===== src/rtl/ps2_pkg.sv =====
// Shared PS/2 definitions: host transmitter state encoding, common mouse
// command bytes and a small helper for sizing cycle counters.
package ps2_pkg;

    typedef enum logic [2:0] {
        IDLE,
        INHIBIT,
        REQ,
        SHIFT,
        ACK,
        WAIT_IDLE,
        DONE,
        ERR
    } ps2_tx_state_t;

    localparam logic [7:0] PS2_CMD_RESET    = 8'hFF;
    localparam logic [7:0] PS2_CMD_ENABLE   = 8'hF4;
    localparam logic [7:0] PS2_CMD_DEFAULTS = 8'hF6;
    localparam logic [7:0] PS2_ACK          = 8'hFA;

    function automatic int max3(input int a, input int b, input int c);
        int m;
        m = (a > b) ? a : b;
        return (m > c) ? m : c;
    endfunction

endpackage


===== src/rtl/ps2_sync_edge.sv =====
// Two-flop synchroniser for one raw PS/2 line plus a falling-edge pulse
// derived from the synchronised value.
module ps2_sync_edge (
    input  logic clk,
    input  logic rst,
    input  logic din,
    output logic sync,
    output logic fe
);

    logic meta_reg;
    logic sync_reg;
    logic prev_reg;

    // Reset to the idle (released, pulled-up) level so reset never fakes an edge.
    always_ff @(posedge clk) begin
        if (rst) begin
            meta_reg <= 1'b1;
            sync_reg <= 1'b1;
            prev_reg <= 1'b1;
        end else begin
            meta_reg <= din;
            sync_reg <= meta_reg;
            prev_reg <= sync_reg;
        end
    end

    assign sync = sync_reg;
    assign fe   = prev_reg & ~sync_reg;

endmodule


===== src/rtl/ps2_host_tx.sv =====
// PS/2 host-to-device command transmitter: inhibit, request-to-send, data
// shifting on device falling edges, ACK check, done/err reporting.
module ps2_host_tx
    import ps2_pkg::*;
#(
    parameter int CLK_FREQ_HZ      = 100_000_000,
    parameter int INHIBIT_US       = 100,
    parameter int REQ_TIMEOUT_US   = 15_000,
    parameter int FRAME_TIMEOUT_US = 2_000
) (
    input  logic       clk,
    input  logic       rst,
    input  logic       ps2_clk_i,
    input  logic       ps2_data_i,
    output logic       ps2_clk_oe,
    output logic       ps2_data_oe,
    input  logic [7:0] tx_data,
    input  logic       tx_start,
    output logic       busy,
    output logic       done,
    output logic       err
);

    localparam int INHIBIT_CYC = CLK_FREQ_HZ / 1_000_000 * INHIBIT_US;
    localparam int REQ_CYC     = CLK_FREQ_HZ / 1_000_000 * REQ_TIMEOUT_US;
    localparam int FRAME_CYC   = CLK_FREQ_HZ / 1_000_000 * FRAME_TIMEOUT_US;
    localparam int CNT_W       = $clog2(max3(INHIBIT_CYC, REQ_CYC, FRAME_CYC));

    logic [1:0] line_raw;
    logic [1:0] line_sync;
    logic [1:0] line_fe;

    assign line_raw = {ps2_data_i, ps2_clk_i};

    genvar gi;
    generate
        for (gi = 0; gi < 2; gi++) begin : g_sync
            ps2_sync_edge u_sync (
                .clk  (clk),
                .rst  (rst),
                .din  (line_raw[gi]),
                .sync (line_sync[gi]),
                .fe   (line_fe[gi])
            );
        end
    endgenerate

    logic clk_sync;
    logic clk_fe;
    logic data_sync;
    logic unused_data_fe;

    assign clk_sync       = line_sync[0];
    assign clk_fe         = line_fe[0];
    assign data_sync      = line_sync[1];
    assign unused_data_fe = line_fe[1];

    ps2_tx_state_t state_reg, state_next;
    logic [CNT_W-1:0] cnt_reg, cnt_next;
    logic [3:0]       bit_cnt_reg, bit_cnt_next;
    logic [8:0]       shift_reg, shift_next;
    logic             clk_oe_reg, clk_oe_next;
    logic             data_oe_reg, data_oe_next;
    logic             busy_reg, busy_next;
    logic             done_reg, done_next;
    logic             err_reg, err_next;
    logic [3:0]       bit_inc;

    assign bit_inc = bit_cnt_reg + 4'd1;

    always_ff @(posedge clk) begin
        if (rst) begin
            state_reg   <= IDLE;
            cnt_reg     <= '0;
            bit_cnt_reg <= '0;
            shift_reg   <= '0;
            clk_oe_reg  <= 1'b0;
            data_oe_reg <= 1'b0;
            busy_reg    <= 1'b0;
            done_reg    <= 1'b0;
            err_reg     <= 1'b0;
        end else begin
            state_reg   <= state_next;
            cnt_reg     <= cnt_next;
            bit_cnt_reg <= bit_cnt_next;
            shift_reg   <= shift_next;
            clk_oe_reg  <= clk_oe_next;
            data_oe_reg <= data_oe_next;
            busy_reg    <= busy_next;
            done_reg    <= done_next;
            err_reg     <= err_next;
        end
    end

    always_comb begin
        state_next   = state_reg;
        cnt_next     = cnt_reg;
        bit_cnt_next = bit_cnt_reg;
        shift_next   = shift_reg;
        clk_oe_next  = clk_oe_reg;
        data_oe_next = data_oe_reg;
        done_next    = 1'b0;
        err_next     = 1'b0;

        case (state_reg)
            IDLE, DONE, ERR: begin
                // DONE/ERR already report busy = 0, so a new request is taken here too.
                state_next   = IDLE;
                cnt_next     = '0;
                clk_oe_next  = 1'b0;
                data_oe_next = 1'b0;
                if (tx_start) begin
                    shift_next  = {~^tx_data, tx_data};
                    clk_oe_next = 1'b1;
                    state_next  = INHIBIT;
                end
            end
            INHIBIT: begin
                cnt_next = cnt_reg + CNT_W'(1);
                if (cnt_reg == CNT_W'(INHIBIT_CYC - 2)) begin
                    data_oe_next = 1'b1;
                end
                if (cnt_reg == CNT_W'(INHIBIT_CYC - 1)) begin
                    data_oe_next = 1'b1;
                    clk_oe_next  = 1'b0;
                    cnt_next     = '0;
                    state_next   = REQ;
                end
            end
            REQ: begin
                cnt_next = cnt_reg + CNT_W'(1);
                if (clk_fe) begin
                    // The first device falling edge already calls for d0.
                    data_oe_next = ~shift_reg[0];
                    bit_cnt_next = 4'd0;
                    cnt_next     = '0;
                    state_next   = SHIFT;
                end else if (cnt_reg == CNT_W'(REQ_CYC - 1)) begin
                    clk_oe_next  = 1'b0;
                    data_oe_next = 1'b0;
                    err_next     = 1'b1;
                    state_next   = ERR;
                end
            end
            SHIFT, ACK, WAIT_IDLE: begin
                cnt_next = cnt_reg + CNT_W'(1);
                if (cnt_reg == CNT_W'(FRAME_CYC - 1)) begin
                    clk_oe_next  = 1'b0;
                    data_oe_next = 1'b0;
                    err_next     = 1'b1;
                    state_next   = ERR;
                end else if (state_reg == SHIFT) begin
                    if (clk_fe) begin
                        bit_cnt_next = bit_inc;
                        if (bit_cnt_reg == 4'd8) begin
                            data_oe_next = 1'b0;
                            state_next   = ACK;
                        end else begin
                            data_oe_next = ~shift_reg[bit_inc];
                        end
                    end
                end else if (state_reg == ACK) begin
                    if (clk_fe) begin
                        if (!data_sync) begin
                            state_next = WAIT_IDLE;
                        end else begin
                            err_next   = 1'b1;
                            state_next = ERR;
                        end
                    end
                end else begin
                    if (clk_sync && data_sync) begin
                        done_next  = 1'b1;
                        state_next = DONE;
                    end
                end
            end
            default: begin
                state_next   = IDLE;
                clk_oe_next  = 1'b0;
                data_oe_next = 1'b0;
            end
        endcase

        busy_next = (state_next != IDLE) && (state_next != DONE) && (state_next != ERR);
    end

    assign ps2_clk_oe  = clk_oe_reg;
    assign ps2_data_oe = data_oe_reg;
    assign busy        = busy_reg;
    assign done        = done_reg;
    assign err         = err_reg;

endmodule


===== config.mk =====
export PLATFORM = sky130hd
export DESIGN_NAME = ps2_host_tx
export DESIGN_NICKNAME = d
export VERILOG_FILES = /design/src/rtl/ps2_pkg.sv /design/src/rtl/ps2_sync_edge.sv /design/src/rtl/ps2_host_tx.sv
export SDC_FILE = /design/constraint.sdc
export NUM_CORES = 1
export LEC_CHECK = 0
export CAP_MARGIN = 25
export CORE_ASPECT_RATIO = 0.5
export CORE_UTILIZATION = 30
export CTS_CLUSTER_DIAMETER = 30
export DETAILED_ROUTE_END_ITERATION = 10
export SYNTH_ARGS = -nofsm -noshare
export SYNTH_HDL_FRONTEND = slang
export SYNTH_SLANG_ARGS = --single-unit
export TNS_END_PERCENT = 100

===== constraint.sdc =====
create_clock -name clk -period 3.05 [get_ports clk]
set_clock_uncertainty 0.2 [all_clocks]
set_input_delay 0.305 -clock clk [delete_from_list [all_inputs] [get_ports clk]]
set_output_delay 0.305 -clock clk [all_outputs]
set_load 0.02 [all_outputs]

* Yosys cells after proc, flatten, opt, wreduce, memory -nomap -nowiden
Index checks and enable logic that the tools add are counted.
** Storage, ports and cells
- Register bits :: 47
- Input port bits :: 13
- Word-level logic and storage cells :: 108
** Cells by class
- $add $sub $neg :: 2
- Magnitude comparators :: 1
- Eq/ne operators :: 26
- Mux-type cells :: 46
- Bitwise operators :: 5
- Reduce and logical (&&, ||, !) cells :: 14
** Operators by type and width (count)
- 21-bit one-hot mux with 4 select lines :: 1
- 21-bit by 14-bit equality test with 1-bit output, second input constant :: 2
- 21-bit 2-to-1 mux :: 2
- 3-bit 2-to-1 mux :: 10
- 1-bit 2-to-1 mux :: 22
- 21-bit by 1-bit adder with 21-bit output, second input constant :: 1
- 21-bit by 18-bit equality test with 1-bit output, second input constant :: 1
- 21-bit equality test, second input constant :: 1
- 3-bit != test, second input constant :: 6
- 4-bit 2-to-1 mux :: 4
- 2-bit != test, second input constant :: 8
- 3-bit equality test, second input constant :: 4
- 3-bit one-hot mux with 4 select lines :: 1
- 1-bit one-hot mux with 4 select lines :: 2
- 4-bit one-hot mux with 2 select lines :: 1
- 4-bit AND reduction :: 2
- 8-bit XNOR reduction :: 1
- 3-bit by 2-bit equality test with 1-bit output, second input constant :: 2
- 3-bit OR reduction :: 2
- 4-bit by 5-bit < comparator with 1-bit output, second input constant :: 1
- 5-bit AND reduction :: 1
- 5-bit OR reduction :: 1
- 4-bit by 1-bit adder with 4-bit output, second input constant :: 1
- 1-bit binary-select mux with 4-bit select :: 1
- other kinds (11) :: 16

* Logic depth before layout (Yosys ltp)
Gate-level depths: netlist (run 1).
- Depth after elaboration :: 10
- Mapped depth :: 8
- Gate-level depth less buffers :: 8

* Hierarchy
A second synthesis (run 1) with hierarchy kept.
** Second synthesis, totals
- Cells, all modules :: 277
- Area, all modules :: 2463.6 um^2
** By module, submodules not included
- ps2_host_tx :: times used 1, cells each 263, area an instance 2293.4 um^2, sequential area each 840.8 um^2
- ps2_sync_edge :: times used 2, cells each 7, area an instance 85.1 um^2, sequential area each 60.1 um^2

* Worst setup path after synthesis (run 1)
No wires, ideal clock.
- Kind :: flip-flop to flip-flop
- Start :: reg cnt_reg[12]
- End :: reg busy_reg, in the netlist busy
- Arrival :: 1875 ps
- Data required time :: 2762 ps
- Setup slack :: 887 ps
- Cell stages (with the launch flop) :: 7
- Path through :: dfxtp_1 -> or4b_4 -> nor4_4 -> and2_4 -> nand2b_4 -> and4b_4 -> a311oi_2
** Between the ends
- Word-level cells in the longest chain between the ends :: 7
** Ends and longest elaborated chain
- start: declaration :: line ps2_host_tx.sv:59 : logic [CNT_W-1:0] cnt_reg, cnt_next;
- start signal: assignment :: line ps2_host_tx.sv:84 : cnt_reg <= cnt_next;
- 21-bit equality test :: line ps2_host_tx.sv:138 : end else if (cnt_reg == CNT_W'(REQ_CYC - 1)) begin
- 3-bit 2-to-1 mux :: line ps2_host_tx.sv:138
- 3-bit 2-to-1 mux :: line ps2_host_tx.sv:132 : if (clk_fe) begin
- 3-bit one-hot mux with 4 select lines * :: line ps2_host_tx.sv:105 : case (state_reg)
- 3-bit != test or 3-bit nonzero test (tied branches) :: line ps2_host_tx.sv:185 : busy_next = (state_next != IDLE) && (state_next != DONE) && (state_next != ERR);
- 1-bit logical AND :: line ps2_host_tx.sv:185
- 1-bit logical AND * :: line ps2_host_tx.sv:185
- end signal: assignment :: line ps2_host_tx.sv:89 : busy_reg <= busy_next;
- end: declaration :: line ps2_host_tx.sv:64 : logic busy_reg, busy_next;
Every way passes the cells marked *; elsewhere a longest branch is shown, timed or not.
A chain may end at the register's enable or synchronous reset.

* Worst setup path in the final report (run 1)
- Start :: reg cnt_reg[0]
- End :: reg busy_reg, in the netlist busy
The elaborated chain is that of the path after synthesis.

==> results of run 1 <==
[worst paths after layout]
kind	cells after the start	start	to
worst max-delay path	7	cnt_reg[0]	busy
worst min-delay path	1	g_sync[1].u_sync.meta_reg	g_sync[1].u_sync.sync
worst min register to register	1	g_sync[1].u_sync.meta_reg	g_sync[1].u_sync.sync
worst max register to register	7	cnt_reg[0]	busy
[cell type report]
| class | instances | area [um^2] |
|---|---|---|
| Clock buffer | 5 | 125 |
| Sequential cell | 47 | 941 |
| Inverter | 6 | 22.5 |
| Tap cell | 108 | 135 |
| Multi-Input combinational cell | 212 | 1370 |
| Timing Repair Buffer | 19 | 185 |
| Clock inverter | 3 | 67.6 |
| Fill cell | 758 | 4670 |
[power by group through the flow]
| stage | clock (W) | sequential [W] | combinational, W |
|---|---|---|---|
| floorplan | 0 | 0.000656 | 0.0000782 |
| global placement | 0 | 0.000657 | 0.000111 |
| detailed placement | 0 | 0.000657 | 0.000113 |
| CTS | 0.000726 | 0.000643 | 0.000114 |
| global route | 0.000748 | 0.000646 | 0.000123 |
| finish | 0.000707 | 0.000643 | 0.000112 |
[worst max-delay path, stage by stage, from the launching register on]
cell      delay [ps]
dfxtp_1          390
ha_1             250
nand4_1          230
nor4_1           440
and2_2           250
nand2_1           60
and4b_4          220
a311oi_2         250
[layout by cell type, fill, tap and decap left out, types with 7 or more instances in the layout]
cell type	netlist	final
nand3_1	15	15
nand4_1	7	7
nand2_1	21	21
a21oi_1	14	14
mux2i_1	10	10
nor2_1	45	45
clkdlybuf4s50_1	0	17
o21ai_0	10	10
xnor2_1	15	15
dfxtp_1	47	47
xor2_1	11	11
[kinds of logic (layout without fill, tap and decap cells)]
logic type | Yosys count | count (layout) | synth area share
compound gates | 35 | 35 | 0.0946
xor+xnor | 26 | 26 | 0.0951
fa+ha+maj | 4 | 4 | 0.0209
buf+inv | 16 | 33 | 0.0361
flops | 47 | 47 | 0.393
mux | 11 | 11 | 0.0512
simple gates | 136 | 136 | 0.309
[metal layers]
layer | vias up | part of all wire
met3 | 14 | 0.037
li1 | 981 | -
met1 | 907 | 0.44
met5 | - | 0
met4 | 0 | 0.029
met2 | 38 | 0.49
[metrics by stage]
step	hold WS [ps]	cells
2_1_floorplan	189	275
3_3_place_gp	196	392
3_5_place_dp	196	392
4_1_cts	212	400
5_1_grt	227	400
6_report	210	400
==> results by group, run 1 <==
Outcome
  • Outcome: finished clean

Global routing
  • GR met3 Demand/Resource: 0.0342
  • Vias in the first global route: 1936
  • Gr busiest metal: met2
  • Met1 usage: 0.147
  • GRT Total Usage: 0.134
  • Met2 track demand over resource: 0.240
  • Initial antenna violation count: 0
  • Total grt overflow: 0
  • First-pass GRT wire length: 8.63 mm
  • Largest net degree at the start of global routing: 22

Worst setup path
  • CP Data Arrival Time: 2370 ps
  • Crit Path Class: reg -> reg
  • CP Max Fanout: 6
  • Startpoint types: flip-flop
  • CP endpoint kind: flip-flop
  • CP required: 3060 ps
  • Reg2Reg Setup Slack: 690 ps

Logic synthesis
  • Count leader, synth: dfxtp_1
  • Dominant synthesized flop cell: dfxtp_1
  • Mapped Cells: 275
  • Syn_nets: 292
  • Syn Std Cell Area: 2390 um^2
  • EDFF count, synth: 0
  • YS warnings: 0
  • Synthesized area per cell: 8.70 um^2
  • Count of state elements after synthesis: 47
  • Distinct cells, synth: 49
  • Area share of the largest cell type after synthesis: 0.393
  • Asr flop ratio synth: 0
  • Area leader, netlist: dfxtp_1
  • Most frequent cells after synthesis: dfxtp_1 (47), nor2_1 (45), nand2_1 (21), nand3_1 (15), xnor2_1 (15)
  • Largest cells by area after synthesis: dfxtp_1 (39%), nor2_1 (7.1%), xnor2_1 (5.5%)
  • Sequential share of the synthesized area: 0.393

Clock tree
  • CTS tree: done
  • Clk sink count: 47
  • Clock root buffer: clkbuf_16
  • Skew-Pair Late Insertion Delay: 290 ps
  • Max clock buf depth: 2
  • CTS clk-pin slew, worst paths: 60 ps
  • H-Tree Depth: 2
  • # resized after CTS: 0
  • CTS Buf Count: 5
  • Post-CTS Setup Repair Bufs: 0
  • Hold_buf cts: 0

Floorplanning
  • IO Count: 18
  • Initial core utilization: 0.319
  • Die Y: 65.2 um
  • Die X: 128 um
  • Core area: 7510 um^2
  • FP Rows: 22
  • Die area: 8360 um^2

Power and ir drop
  • Sequential Power Share: 0.440
  • Clock share of power: 0.484
  • Overall power: 0.00146 W
  • Worst ir drop on vdd: 195 uV
  • Static leakage: 0.972 nW
  • Power per cell area: 514 nW/um^2
  • Sw Ratio: 0.208
  • Combinational Power Share: 0.077
  • P_sw: 0.000304 W
  • Pint: 0.00116 W

Final layout
  • NumNets Final: 308
  • Design area: 2840 um^2
  • N_diodes: 0
  • Max reg flops: 21
  • Layout cells sized above 1: 0.103
  • Core Util, Final: 0.378
  • Area grow syn2layout: 18.8%

Timing
  • RSZ-0062 raised after global routing: false
  • Max-slew violation count: 0
  • Final setup fails: 0
  • Least-Margin Pin Slew: 617 ps
  • Final Hold Violating Endpoints: 0
  • Final setup TNS: 0 ps
  • Max Clk Rate: 424 MHz
  • Max-slew headroom: 0.589
  • Final Cycle Share: 0.774
  • Min Tclk post-route: 2360 ps
  • Final worst slack: 691 ps

Placed design
  • IO Port Bufs: 17
  • Placement Cell Area: 2650 um^2
  • Pre-CTS worst setup slack: 700 ps
  • Detailed placement HPWL: 3.70 mm
  • GP Congestion: 0.880

Worst hold path
  • Worst min-delay path class: reg -> reg

Detailed routing
  • Detailed Route Iter0 Violations: 97
  • Vias/cell: 4.85
  • Router iterations before antenna repair: 4
  • Final WL: 4.90 mm
  • DR WL/cell: 12.2 um
  • Vias: 1940
  • ANT nets after route: 0
  • Drc violations: 0

Run
  • Max cap viols: 0
Power figures use the tool's default switching activity.
==> run 2: changes to the inputs <==
==> constraint.sdc (replaced) <==
create_clock -name clk -period 2 [get_ports clk]
set_clock_uncertainty 0.2 [all_clocks]
set_input_delay 0.2 -clock clk [delete_from_list [all_inputs] [get_ports clk]]
set_output_delay 0.2 -clock clk [all_outputs]
set_load 0.02 [all_outputs]
==> run 2 against run 1 <==
- the run now ends with setup timing left
- non-clock buffer count up 62
- first-iteration DRC count up 34%
- sequential cell count unchanged
- cell count up 16%
- die area unchanged
- fmax up 9.0%
- critical path depth down 1
- power up 54%
- sequential share of layout area down 6.0 points
- setup slack worse by 850 ps
- via count up 13%
==> results by group, run 2 (synthesis results as in run 1) <==
Worst setup path
  • Slowest cell on crit path: or4bb_4
  • Startpoint types: flip-flop
  • CP endpoint kind: flip-flop
  • CP Data Arrival Time: 2160 ps (-210 ps)
  • Top delay family on crit path: simple AND/OR/NAND/NOR gates
  • Crit Path Class: reg -> reg
  • R2r worst-path depth: 6 (-1)
  • CP required: 2000 ps (-1060 ps)
  • Critical Path Max Stage Delay: 540 ps (+100 ps)
  • CP Cell Sequence: or4bb_4 -> nor4_4 -> and2_4 -> nand2b_4 -> and4b_4 -> a311oi_2
  • CP Max Fanout: 4 (-2)
  • CP bufs+invs: 0 (unchanged)
  • Worst path depth: 6 (-1)

Power and ir drop
  • Static leakage: 1.32 nW (+35%)
  • Worst ir drop on vdd: 331 uV (+70%)
  • Power per cell area: 639 nW/um^2 (+24%)
  • Sw Ratio: 0.206 (-0.00208)
  • Overall power: 0.00225 W (+54%)
  • P_sw: 0.000462 W (+52%)
  • Clock share of power: 0.473 (-0.011)
  • Pint: 0.00179 W (+54%)
  • Sequential Power Share: 0.434 (-0.006)
  • Combinational Power Share: 0.093 (+0.016)

Final layout
  • Layout cells sized above 1: 0.359 (+0.256)
  • NumNets Final: 370 (+20%)
  • Area grow syn2layout: 47.2%
  • Design area: 3520 um^2 (+24%)
  • Max reg flops: 21 (unchanged)
  • Commonest non-fill, non-tap cell in the layout: buf_4
  • Non-Filler Instances: 462 (+16%)
  • N_diodes: 0 (unchanged)
  • Commonest cells after routing, fill and taps aside: buf_4 (61), nor2_1 (43), dfxtp_1 (38)

Detailed routing
  • Router iterations before antenna repair: 4 (unchanged)
  • ANT nets after route: 0 (unchanged)
  • Vias: 2184 (+13%)
  • Vias/cell: 4.73 (-2.5%)
  • DR WL/cell: 12.4 um (+1.6%)
  • Final WL: 5.75 mm (+17%)
  • Detailed Route Iter0 Violations: 130 (+34%)
  • Drc violations: 0 (unchanged)

Placed design
  • Detailed placement HPWL: 4.15 mm (+12%)
  • IO Port Bufs: 17 (unchanged)
  • GP Congestion: 0.862 (-2.1%)
  • Pre-CTS worst setup slack: -186 ps (-886 ps)
  • Placed insts: 444 (+13%)
  • Placement Cell Area: 3110 um^2 (+17%)

Timing
  • Final setup fails: 33 (+33)
  • Final Cycle Share: 1.08 (+0.308)
  • RSZ-0062 raised after global routing: true
  • Max-slew headroom: 0.758 (+0.169)
  • Final Hold Violating Endpoints: 0 (unchanged)
  • Least-Margin Pin Slew: 363 ps (-253 ps)
  • Max-slew violation count: 0 (unchanged)
  • Max Clk Rate: 462 MHz (+9.0%)
  • Final worst slack: -164 ps (-854 ps)
  • Final setup TNS: -1860 ps (-1860 ps)
  • Min Tclk post-route: 2160 ps (-196 ps)

Global routing
  • Gr busiest metal: met2
  • GRT Total Usage: 0.146 (+0.0119)
  • Met2 track demand over resource: 0.259 (+0.0196)
  • First-pass GRT wire length: 9.60 mm (+11%)
  • Vias in the first global route: 2104 (+8.7%)
  • Total grt overflow: 0 (unchanged)
  • GR met3 Demand/Resource: 0.0261 (-0.00814)
  • Initial antenna violation count: 0 (unchanged)
  • Met1 usage: 0.181 (+0.0340)
  • Largest net degree at the start of global routing: 22 (unchanged)

Outcome
  • Outcome: complete, but fails checks
  • Failing checks: setup timing

Clock tree
  • Max clock buf depth: 2 (unchanged)
  • CTS Buf Count: 5 (unchanged)
  • Skew-Pair Late Insertion Delay: 290 ps (about the same)
  • Hold_buf cts: 0 (unchanged)
  • Clk sink count: 47 (unchanged)
  • CTS tree: done
  • Clock root buffer: clkbuf_16
  • CTS clk-pin slew, worst paths: 60 ps (about the same)
  • H-Tree Depth: 2 (unchanged)

Floorplanning
  • FP Rows: 22 (unchanged)
  • Core area: 7510 um^2 (unchanged)
  • IO Count: 18 (unchanged)
  • Initial core utilization: 0.319 (unchanged)
  • Die Y: 65.2 um (unchanged)
  • Die X: 128 um (unchanged)
  • Die area: 8360 um^2 (unchanged)

Worst hold path
  • Hold Path Depth: 1 (unchanged)
  • Worst min-delay path class: reg -> reg

Run
  • Max cap viols: 0 (unchanged)
run 2: layout make-up:
class / instances / area, um^2
clock buffer: 6 / 129
clock inverter: 2 / 60.1
fill: 699 / 3990
inverter: 6 / 22.5
multi-input combinational: 212 / 1540
sequential: 47 / 955
tap: 108 / 135
timing repair buffer: 81 / 679
run 2: per-stage QoR:
stage                util  hold slack [ps]
global route        0.469              232
floorplan               -              104
global placement    0.414              191
CTS                 0.453              215
detailed placement  0.414              197
finish              0.469              210
run 2: per-layer routing:
| layer | share of wire | vias to the layer above |
|---|---|---|
| met1 | 0.46 | 1035 |
| met4 | 0.016 | 0 |
| met3 | 0.024 | 9 |
| met5 | 0 | - |
| met2 | 0.50 | 30 |
| li1 | - | 1110 |
run 2: worst reg2reg max path, cell delays in order (launching register included):
cell and delay [ps]:
dfxtp_2 340, or4bb_4 540, nor4_4 280, and2_4 230, nand2b_4 70, and4b_4 200
a311oi_2 220
run 2: path summary, 6_finish.rpt:
| kind | start | to | slack [ps] |
|---|---|---|---|
| max reg2reg | cnt_reg[16] | busy | -160 |
| min reg2reg | g_sync[1].u_sync.meta_reg | g_sync[1].u_sync.sync | 210 |
| min | g_sync[1].u_sync.meta_reg | g_sync[1].u_sync.sync | 210 |
| max | cnt_reg[16] | busy | -160 |
run 2: power groups by stage:
stage / Sequential (W) / Combinational (W) / Clock, W
global placement: 0.000996 / 0.000195 / 0
floorplan: 0.00100 / 0.000122 / 0
finish: 0.000976 / 0.000210 / 0.00106
global route: 0.000978 / 0.000230 / 0.00112
CTS: 0.000976 / 0.000212 / 0.00108
detailed placement: 0.000997 / 0.000199 / 0
run 2: what timing repair did:
item                                    in CTS  in global routing
buffers inserted                             5                  6
endpoints found under the setup margin      32                 32
hold endpoints to repair                     0                  0
cloned                                       0                  0
pin swaps                                    6                 20
resized for setup                           17                 22
